==> src/rtl/fetch_stage.sv <==
// IF stage: owns PCF, runs the single-outstanding imem handshake and feeds IF/ID.
// A one-entry skid buffer holds a response that lands while decode is stalled.
module fetch_stage #(
    parameter logic [31:0] RESET_PC  = 32'h0000_0000,
    parameter logic [31:0] NOP_INSTR = 32'h0000_0013
) (
    input  logic        CLK,
    input  logic        RST,
    input  logic        StallF,
    input  logic        StallD,
    input  logic        FlushD,
    input  logic        PCSrcE,
    input  logic [31:0] PCTargetE,
    output logic        ImemReq,
    output logic [31:0] ImemAddr,
    input  logic        ImemValid,
    input  logic [31:0] ImemRdata,
    output logic [31:0] InstrD,
    output logic [31:0] PCD,
    output logic [31:0] PCPlus4D,
    output logic        ValidD
);

    typedef enum logic [1:0] {
        S_IDLE  = 2'd0,
        S_WAIT  = 2'd1,
        S_DRAIN = 2'd2
    } state_t;

    state_t      r_state;
    state_t      w_state_nxt;
    logic [31:0] r_pcf;
    logic [31:0] r_req_pc;
    logic        r_buf_vld;
    logic [31:0] r_buf_instr;
    logic [31:0] r_buf_pc;
    logic        r_vld_d;
    logic [31:0] r_instr_d;
    logic [31:0] r_pc_d;
    logic [31:0] r_pc4_d;

    logic        w_accept;
    logic        w_buf_nxt_vld;
    logic        w_issue;

    // A response is only kept in WAIT; a same-cycle redirect makes it wrong-path.
    assign w_accept      = (r_state == S_WAIT) && ImemValid && !PCSrcE;
    assign w_buf_nxt_vld = StallD && !FlushD && !PCSrcE && (r_buf_vld || w_accept);
    assign w_issue       = !RST && !StallF && !PCSrcE &&
                           ((r_state == S_IDLE) || ((r_state == S_WAIT) && ImemValid)) &&
                           !w_buf_nxt_vld;

    assign ImemReq  = w_issue;
    assign ImemAddr = r_pcf;

    assign InstrD   = r_instr_d;
    assign PCD      = r_pc_d;
    assign PCPlus4D = r_pc4_d;
    assign ValidD   = r_vld_d;

    always_comb begin
        w_state_nxt = r_state;
        case (r_state)
            S_IDLE: begin
                if (w_issue) w_state_nxt = S_WAIT;
            end
            S_WAIT: begin
                if (PCSrcE)         w_state_nxt = ImemValid ? S_IDLE : S_DRAIN;
                else if (ImemValid) w_state_nxt = w_issue ? S_WAIT : S_IDLE;
            end
            S_DRAIN: begin
                if (ImemValid) w_state_nxt = S_IDLE;
            end
            default: w_state_nxt = S_IDLE;
        endcase
    end

    always_ff @(posedge CLK) begin
        if (RST) begin
            r_state  <= S_IDLE;
            r_pcf    <= RESET_PC;
            r_req_pc <= 32'h0;
        end else begin
            r_state <= w_state_nxt;
            if (PCSrcE) begin
                r_pcf <= PCTargetE;
            end else if (w_issue) begin
                r_req_pc <= r_pcf;
                r_pcf    <= r_pcf + 32'd4;
            end
        end
    end

    always_ff @(posedge CLK) begin
        if (RST) begin
            r_buf_vld   <= 1'b0;
            r_buf_instr <= NOP_INSTR;
            r_buf_pc    <= 32'h0;
        end else begin
            r_buf_vld <= w_buf_nxt_vld;
            if (StallD && !FlushD && w_accept && !r_buf_vld) begin
                r_buf_instr <= ImemRdata;
                r_buf_pc    <= r_req_pc;
            end
        end
    end

    // Bubbles keep the previous PCD/PCPlus4D; only the instruction and valid change.
    always_ff @(posedge CLK) begin
        if (RST) begin
            r_vld_d   <= 1'b0;
            r_instr_d <= NOP_INSTR;
            r_pc_d    <= 32'h0;
            r_pc4_d   <= 32'h0;
        end else if (FlushD) begin
            r_vld_d   <= 1'b0;
            r_instr_d <= NOP_INSTR;
        end else if (!StallD) begin
            if (r_buf_vld && !PCSrcE) begin
                r_vld_d   <= 1'b1;
                r_instr_d <= r_buf_instr;
                r_pc_d    <= r_buf_pc;
                r_pc4_d   <= r_buf_pc + 32'd4;
            end else if (w_accept) begin
                r_vld_d   <= 1'b1;
                r_instr_d <= ImemRdata;
                r_pc_d    <= r_req_pc;
                r_pc4_d   <= r_req_pc + 32'd4;
            end else begin
                r_vld_d   <= 1'b0;
                r_instr_d <= NOP_INSTR;
            end
        end
    end

endmodule

==> config.mk <==
export PLATFORM = sky130hd
export DESIGN_NAME = fetch_stage
export DESIGN_NICKNAME = d
export VERILOG_FILES = /design/src/rtl/fetch_stage.sv
export SDC_FILE = /design/constraint.sdc
export NUM_CORES = 1
export LEC_CHECK = 0
export ABC_AREA = 1
export CAP_MARGIN = 10
export CORE_UTILIZATION = 35
export CTS_CLUSTER_DIAMETER = 60
export DETAILED_ROUTE_END_ITERATION = 7
export PLACE_DENSITY_LB_ADDON = 0.15
export SLEW_MARGIN = 20
export SYNTH_ARGS = -nofsm -noshare
export SYNTH_HDL_FRONTEND = slang
export SYNTH_SLANG_ARGS = --single-unit
==> constraint.sdc <==
create_clock -name CLK -period 2.1 [get_ports CLK]
set_input_delay 0.525 -clock CLK [delete_from_list [all_inputs] [get_ports CLK]]
set_output_delay 0.525 -clock CLK [all_outputs]
set_load 0.02 [all_outputs]
After elaboration in Yosys (flattened, before gate mapping):

Cells that the tools add are included.

* muxes and demuxes: 17
* reduce and logical (&&, ||, !) cells: 27
* bitwise operators: 3
* equality and inequality tests: 5
* add/sub/neg operators: 3

Operators with widths (count)
* 2-to-1 mux 32 bit: 8
* adder 32 x 3 -> 32 bit, second input constant: 3
* logical AND 1 bit: 12
* 2-to-1 mux 2 bit: 5
* zero test 1 bit: 6
* one-hot mux 2 bit (3 select lines): 1
* AND reduction 3 bit: 2
* != test 2 bit, second input constant: 2
* nonzero test 2 bit: 2
* 2-to-1 mux 1 bit: 3
* != test 3 bit, second input constant: 1
* NOT 1 bit: 3
* equality test 2 x 1 -> 1 bit, second input constant: 1
* equality test 2 bit, second input constant: 1
* zero test 2 bit: 1
* logical OR 1 bit: 2
* AND reduction 2 bit: 1
* OR reduction 2 bit: 1

* flip-flop bits (word level): 228
* input port bits: 71

Depth between registers and ports, before layout:

Gate-level depths: netlist (run 1).

* depth after elaboration: 11
* mapped depth: 15
* mapped depth without buffers: 13

Worst setup path after synthesis (run 1):

Ideal clock, no wire load.

* kind: input-to-reg
* start point: input port PCSrcE
* end point: register r_pc4_d[20], in the netlist PCPlus4D[20]
* data arrival time: 2.014 ns
* setup time: 0.115 ns
* path buffers: 2
* setup slack: -0.029 ns
* stages on the path: 14
* cells stage by stage: buf_6 inv_8 nand2_8 buf_6 nand2_1 o21ai_1 inv_1 ha_1 nand2_1 nor2_2 nand3_2 nor2_2 a21oi_1 and2_1

* word-level cells in the longest chain between the ends: 4

RTL lines
* from (decl): line 12 `input logic PCSrcE,`
* zero test 1 bit (*): line 47, 119
* logical AND 1 bit, on equally long branches: line 47, 119
* nonzero test 2 bit (no line)
* AND reduction 3 bit (no line)
* to (signal assigned): line 123 `r_pc4_d <= r_buf_pc + 32'd4;`
* to (signal assigned): line 128 `r_pc4_d <= r_req_pc + 32'd4;`
* to (decl): line 40 `logic [31:0] r_pc4_d;`

Mark *: on every way between the ends. The rest lies on a longest branch, timed or not.
A chain may end at the register's enable or synchronous reset.

Worst setup path in the final report (run 1):

* start point: register r_state[0]
* end point: output port ImemReq

* word-level cells in the longest chain between the ends: 7

RTL lines
* from (decl): line 30 `state_t r_state;`
* from (signal assigned): line 84 `r_state <= w_state_nxt;`
* equality test 2 x 1 -> 1 bit: line 47, 50
* logical AND 1 bit: line 47, 50
* logical AND 1 bit: line 47 `assign w_accept = (r_state == S_WAIT) && ImemValid && !PCSrcE;`
* logical OR 1 bit: line 48 `assign w_buf_nxt_vld = StallD && !FlushD && !PCSrcE && (r_buf_vld || w_accept);`
* logical AND 1 bit: line 48
* zero test 1 bit: line 51 `!w_buf_nxt_vld;`
* logical AND 1 bit (*): line 50 `((r_state == S_IDLE) || ((r_state == S_WAIT) && ImemValid)) &&`
* to (decl): line 14 `output logic ImemReq,`

Marks and branches as above.

==> impl_results.md, run 1 <==
- Final Skew: 0.0185 ns
- Power share of the combinational group: 0.096
- RSZ-0062 raised after global routing: yes
- Syn_nets: 1623
- Drt wl/cell: between 15 and 20 microns
- Met1 Track Usage GR: 0.296
- Cell family contributing the most delay on the critical path: simple AND/OR/NAND/NOR gates
- Distinct cells, synth: 41
- Slew margin rel.: 0.554
- Total power: 10.3 mW
- Skew-Pair Late Insertion Delay: ~0.53 ns
- Critical-path cell list: inv_2, nor2_4, nand2_2, nor2_4, o21ai_2, nand2_2, inv_2, buf_6
- Antenna Violating Nets Remaining: 0
- CP Data Required Time: 1.57 ns
- GR peak layer: met2
- Number of antenna diodes: 0
- GR Util met3: 0.0275
- Largest cells by area after synthesis: dfxtp_1 (42%), nand2_1 (10%), nor2_1 (10%)
- Total GRT Usage: 0.214
- Worst hold path type: primary input to flip-flop
- Part of the power in registers: 0.438
- Crit Reg-Reg Startpoint: r_state[0]
- Worst hold slack: between 0.3 and 0.4 ns
- Crit path DAT: 1.55 ns
- HPWL after DPL: roughly 24000 microns
- Worst Setup End Kind: output port
- Vias in the first global route: 10100
- Async set-reset flop share out of synthesis: 0
- Syn. warnings: 0
- Total number of vias: 10800
- Row count: 63
- CTS buffer count: 27
- Slowest cell on crit path: dfxtp_2
- Dpl cell area: between 10000 and 15000 sq um
- Gr ovfl total: 0
- Outcome: complete, no violations
- H-tree depth: 1
- Cell taking the most area after synthesis: dfxtp_1
- DRT Wirelength: ~34000 microns
- CTS tree: yes
- Met2 Use GR: 0.347
- Most frequent cell after synthesis: nand2_1
- Die Ht: 177 microns
- Area Overhead vs Synth: 38.1%
- NumNets Final: 1896
- Hold buffers post-CTS: 0
- Worst-path clk slew: roughly 0.060 ns
- Mean area per synthesized cell: 6.92 sq um
- Initial Util: 0.359
- Synth cell count leaders: nand2_1 (299), nor2_1 (296), dfxtp_1 (226)
- Clock Sinks: around 230
- Clk root buf: clkbuf_16
- Mapped Cells: 1550
- Slew Viols, Final: 0
- Ys flop type: dfxtp_1
- Worst Tran Pin Value: between 0.6 and 0.7 ns
- Count of final setup violators: 0
- Max-cap viol count: 0
- Post-route cell area: between 10000 and 15000 sq um
- Clock power share: 0.466
- Switch Pwr: around 2.5 mW
- Max Buffers Root-to-Sink: 3
- # port buffers: 200
- Hold Vio Cnt, Final: 0
- CP Launch Point: r_state[0]
- Tcrit/Tclk final: 0.990
- Die Wd: 177 microns
- Post-synth EDFFs: 0
- Remaining DRCs: 0
- Pwr Density: between 600 and 700 nW/um^2
- Layout cells sized above 1: 0.141
- Critical Path Fanout Max: 3
- Post-synth top area share: 0.422
- Vias per cell: roughly 4.8
- Hold Path Origin: StallD
- DR iter-0 viols: 640
- Peak supply drop: about 0.00053 V
- Number of synthesized register bits: around 230
- CP Class: flip-flop to output port
- Synthesized area: 10700 sq um
- Leak: about 6.0 nW
- Max Freq: a little under 0.5 GHz
- Switching share of power: 0.244
- CP peak stage delay: about 0.32 ns
- Largest net degree at the start of global routing: between 60 and 70
- Placer Congestion: 0.959
- Core ar.: 29900 sq um
- CP Buf/Inv Count: 3
- P_int: just under 8 mW
- Die area: 31400 sq um
- Crit path time final: between 2 and 2.5 ns
- Initial antenna violation count: 0
- Register area share after synthesis: 0.422
- First-pass iteration count of the detailed router: 7
- IO Count: roughly 200
- Final setup TNS: 0 ns
- Setup crit start kind: flip-flop
- First-pass GRT wire length: roughly 54000 microns
cells by family after synthesis:
logic type / Yosys count / share of synthesized area
buffers and inverters: 198 / 0.0855
AND/OR/NAND/NOR: 771 / 0.308
AO/OA/AOI/OAI: 332 / 0.165
XOR/XNOR: 21 / 0.0171
flip-flops: 226 / 0.422
adder cells (fa/ha/maj): 2 / 0.00233
cell usage in the layout, fill, tap and decap left out, drive strengths merged, types with 3 or more instances in the layout:
master	synthesis	layout
inv	101	100
xor2	14	14
nor3	18	18
nand2	319	319
nand3b	3	3
o21a	4	4
and2	3	3
a31oi	36	36
dlygate4sd2	0	30
clkdlybuf4s50	0	163
bufinv	0	3
nor2	315	315
nand3	108	108
a21oi	81	81
dfxtp	226	226
clkinv	1	5
clkbuf	45	39
nand4	4	4
dlymetal6s2s	0	5
o21ai	193	193
o211ai	5	5
buf	51	142
xnor2	7	7
clkinvlp	0	3
a21boi	10	10
stage by stage:
step / setup slack, ns / std cells / utilization
2_1_floorplan: 0.0136 / 1550 / -
3_5_place_dp: -0.704 / 2181 / 0.463
6_report: 0.0201 / 2232 / 0.496
4_1_cts: -0.0744 / 2229 / 0.493
5_1_grt: -0.0340 / 2232 / 0.496
3_3_place_gp: -0.684 / 2181 / 0.463
per-layer routing:
layer,up-vias,share of wire
li1,5583,-
met1,4883,0.48
met2,283,0.46
met3,40,0.049
met4,0,0.018
met5,-,0
repair_timing:
action                     4_1_cts  5_1_grt
hold endpoints to repair         0        0
pin swaps                        0        8
setup endpoints to repair       53       43
buffers inserted                 0        3
resized for setup               37       23
path summary, 6_finish.rpt:
| path | to | slack [ns] | cells past startpoint |
|---|---|---|---|
| min | ValidD | 0.31 | 3 |
| max reg2reg | ImemAddr[22] | 0.15 | 13 |
| max | ImemReq | 0.02 | 8 |
| min reg2reg | r_buf_pc[29] | 0.46 | 2 |
cell type report:
type                    instances  area, sq um
repair buffers                340         3140
clock buffers                  39          781
well taps                     390          488
fillers                      3025        15100
multi-input cells            1126         5340
flip-flops and latches        226         4530
clock inverters                 9          139
inverters                     102          392
state kept, by name, indices dropped and copies added, names as in the netlist, 2 cells and up:
register,cells
ImemAddr,32
InstrD,32
PCD,32
r_buf_instr,32
r_buf_pc,32
r_req_pc,32
PCPlus4D,30
r_state,2
worst register-to-register path: stages (launching register included):
cell	delay, ns
dfxtp_2	0.32
inv_2	0.05
nor2_4	0.13
nand2_2	0.09
nor2_4	0.12
o21ai_2	0.08
nand2_2	0.08
buf_4	0.18
buf_4	0.27
nand2_1	0.10
buf_4	0.18
o21ai_0	0.18
nor2_1	0.06
nor2_1	0.08
power by group through the flow:
stage | Clock, mW | Combinational [mW] | Sequential (mW)
after detailed placement | 0 | 1.00 | 4.59
after CTS | 4.88 | 0.986 | 4.50
after global routing | 5.07 | 1.09 | 4.51
after global placement | 0 | 0.999 | 4.59
after floorplan | 0 | 0.431 | 4.64
final | 4.79 | 0.988 | 4.50
(Power assumes the default switching activity.)
==> run 2: changes to the inputs <==
--- a/config.mk
+++ b/config.mk
@@ -15,3 +15,4 @@
 export SYNTH_ARGS = -nofsm -noshare
 export SYNTH_HDL_FRONTEND = slang
 export SYNTH_SLANG_ARGS = --single-unit
+export TNS_END_PERCENT = 5
==> run 2 against run 1 <==
Against the previous run: sequential cell count stayed put; sequential power about the same; setup slack lost 0.0048 ns; core utilization decreased by 0.050 points; non-clock buffer count stayed put; cell area down 0.10%; die area stayed put; register-to-register slack got worse by 0.02 ns; final cell count is the same; wire length about the same.
==> impl_results.md, run 2 (same netlist as run 1, synthesis figures left out) <==
- Largest net degree at the start of global routing: 65 (unchanged)
- Pwr Density: 695 nW/um^2 (was 694 nW/um^2)
- Max Buffers Root-to-Sink: 3 (unchanged)
- CP Launch Point: r_state[0] (unchanged)
- Hold Vio Cnt, Final: 0 (unchanged)
- CP Class: flip-flop to output port (unchanged)
- Die Ht: 177 microns (unchanged)
- Initial antenna violation count: 0 (unchanged)
- Final core area utilization: 0.495 (was 0.496)
- Worst R2R Setup Slack: 0.13 ns (was 0.15 ns)
- Drt wl/cell: 15.1 microns (about the same)
- Hold buffers post-CTS: 0 (unchanged)
- IO Count: 201 (unchanged)
- CP Data Required Time: 1.57 ns (about the same)
- Crit path DAT: 1.56 ns (was 1.55 ns)
- Worst r2r dst: PCPlus4D[29] (was ImemAddr[22])
- Vias per cell: 4.84 (was 4.83)
- H-tree depth: 1 (unchanged)
- CTS tree: yes (unchanged)
- Vias in the first global route: 10100 (unchanged)
- Worst Setup End Kind: output port (unchanged)
- Total number of vias: 10800 (about the same)
- Remaining DRCs: 0 (unchanged)
- Worst-case reg-to-reg path depth: 13 (unchanged)
- Final Skew: 0.0185 ns (about the same)
- Outcome: complete, no violations (unchanged)
- Setup crit start kind: flip-flop (unchanged)
- NumNets Final: 1896 (unchanged)
- # port buffers: 200 (unchanged)
- Peak supply drop: 0.000533 V (was 0.000535 V)
- Placer Congestion: 0.959 (unchanged)
- Row count: 63 (unchanged)
- First-pass GRT wire length: 53700 microns (unchanged)
- Area Overhead vs Synth: 38.0% (was 38.1%)
- Clk root buf: clkbuf_16 (unchanged)
- Layout cells sized above 1: 0.140 (was 0.141)
- Clock Sinks: 226 (unchanged)
- Most frequent cells in the layout: nand2_1 (299), nor2_1 (289), dfxtp_1 (222) (was nand2_1 (298), nor2_1 (290), dfxtp_1 (222))
- Max Freq: 0.480 GHz (was 0.481 GHz)
- DRT Wirelength: 33700 microns (about the same)
- Total GRT Usage: 0.214 (unchanged)
- Worst Tran Pin Value: 0.675 ns (was 0.669 ns)
- Worst hold path type: primary input to flip-flop (unchanged)
- Commonest non-fill, non-tap cell in the layout: nand2_1 (unchanged)
- First-pass iteration count of the detailed router: 8 (was 7)
- Die area: 31400 sq um (unchanged)
- Final non-filler cell total: 2232 (unchanged)
- DR iter-0 viols: 662 (was 640)
- Slew margin rel.: 0.550 (was 0.554)
- Initial Util: 0.359 (unchanged)
- Number of antenna diodes: 0 (unchanged)
- RSZ-0062 raised after global routing: yes (unchanged)
- Tcrit/Tclk final: 0.993 (was 0.990)
- Skew-Pair Late Insertion Delay: 0.53 ns (about the same)
- Count of final setup violators: 0 (unchanged)
- Crit Reg-Reg Startpoint: r_buf_vld (was r_state[0])
- DP Cell Count: 2181 (unchanged)
- Critical Path Fanout Max: 3 (unchanged)
- Crit path time final: 2.08 ns (about the same)
- Antenna Violating Nets Remaining: 0 (unchanged)
- Final setup TNS: 0 ns (unchanged)
- Max-cap viol count: 0 (unchanged)
- HPWL after DPL: 23700 microns (unchanged)
- Total power: 10.3 mW (about the same)
- Core ar.: 29900 sq um (unchanged)
- CTS buffer count: 27 (unchanged)
- CP Capture Point: ImemReq (unchanged)
- Leak: 6.04 nW (about the same)
- Slew Viols, Final: 0 (unchanged)
- Die Wd: 177 microns (unchanged)
- Gr ovfl total: 0 (unchanged)
- Worst-path clk slew: 0.06 ns (about the same)
==> run 2: cell counts in the layout (fill, tap and decap cells not counted) <==
No cell type changed its count.
==> run 2: repair_timing <==
| item | in CTS | in global routing |
|---|---|---|
| setup endpoints to repair | 53 | 43 |
| setup buffers | 0 | 3 |
| pin swaps | 0 | 6 |
| gates resized for setup | 37 | 20 |
==> run 2: per-layer routing <==
metal,vias up,wire length [microns],track usage
met5,-,0,0
met2,277,15400,0.347
met1,4905,16000,0.296
met3,42,1700,0.0275
li1,5578,-,-
met4,0,610,0.0535
==> run 2: metrics by stage <==
step	hold WS, ns	instance area [sq um]	setup slack (ns)
2_1_floorplan	0.429	10700	0.0136
3_3_place_gp	0.446	13800	-0.684
3_5_place_dp	0.453	13800	-0.704
4_1_cts	0.399	14700	-0.0744
5_1_grt	0.342	14800	-0.0375
6_report	0.308	14800	0.0153
==> run 2: worst min path at each step <==
stage	from	endpoint	depth (start not counted)
after global routing	StallD	ValidD	3
final	StallD	ValidD	3
after CTS	RST	r_buf_vld	4
after floorplan	r_buf_pc[29]	r_buf_pc[29]	2
after global placement	r_buf_pc[29]	r_buf_pc[29]	2
after detailed placement	r_buf_pc[29]	r_buf_pc[29]	2
==> run 2: area by class of cell <==
| cell class | count | area [sq um] |
|---|---|---|
| inverters | 102 | 392 |
| clock inverters | 9 | 139 |
| clock buffers | 39 | 781 |
| well taps | 390 | 488 |
| multi-input cells | 1126 | 5330 |
| repair buffers | 340 | 3140 |
| flip-flops and latches | 226 | 4530 |
| fillers | 3032 | 15100 |
==> run 2: worst max-delay path: stages, from the launching register on <==
cell	delay, ns
dfxtp_2	0.32
inv_2	0.05
nor2_4	0.13
nand2_2	0.09
nor2_4	0.12
o21ai_2	0.08
nand2_2	0.09
inv_2	0.05
buf_6	0.12
==> run 2: report_power, final <==
part / switching [mW] / total (mW) / internal [mW]
clock: 1.85 / 4.80 / 2.95
sequential: 0.103 / 4.50 / 4.40
combinational: 0.554 / 0.988 / 0.434
total: 2.51 / 10.3 / 7.78
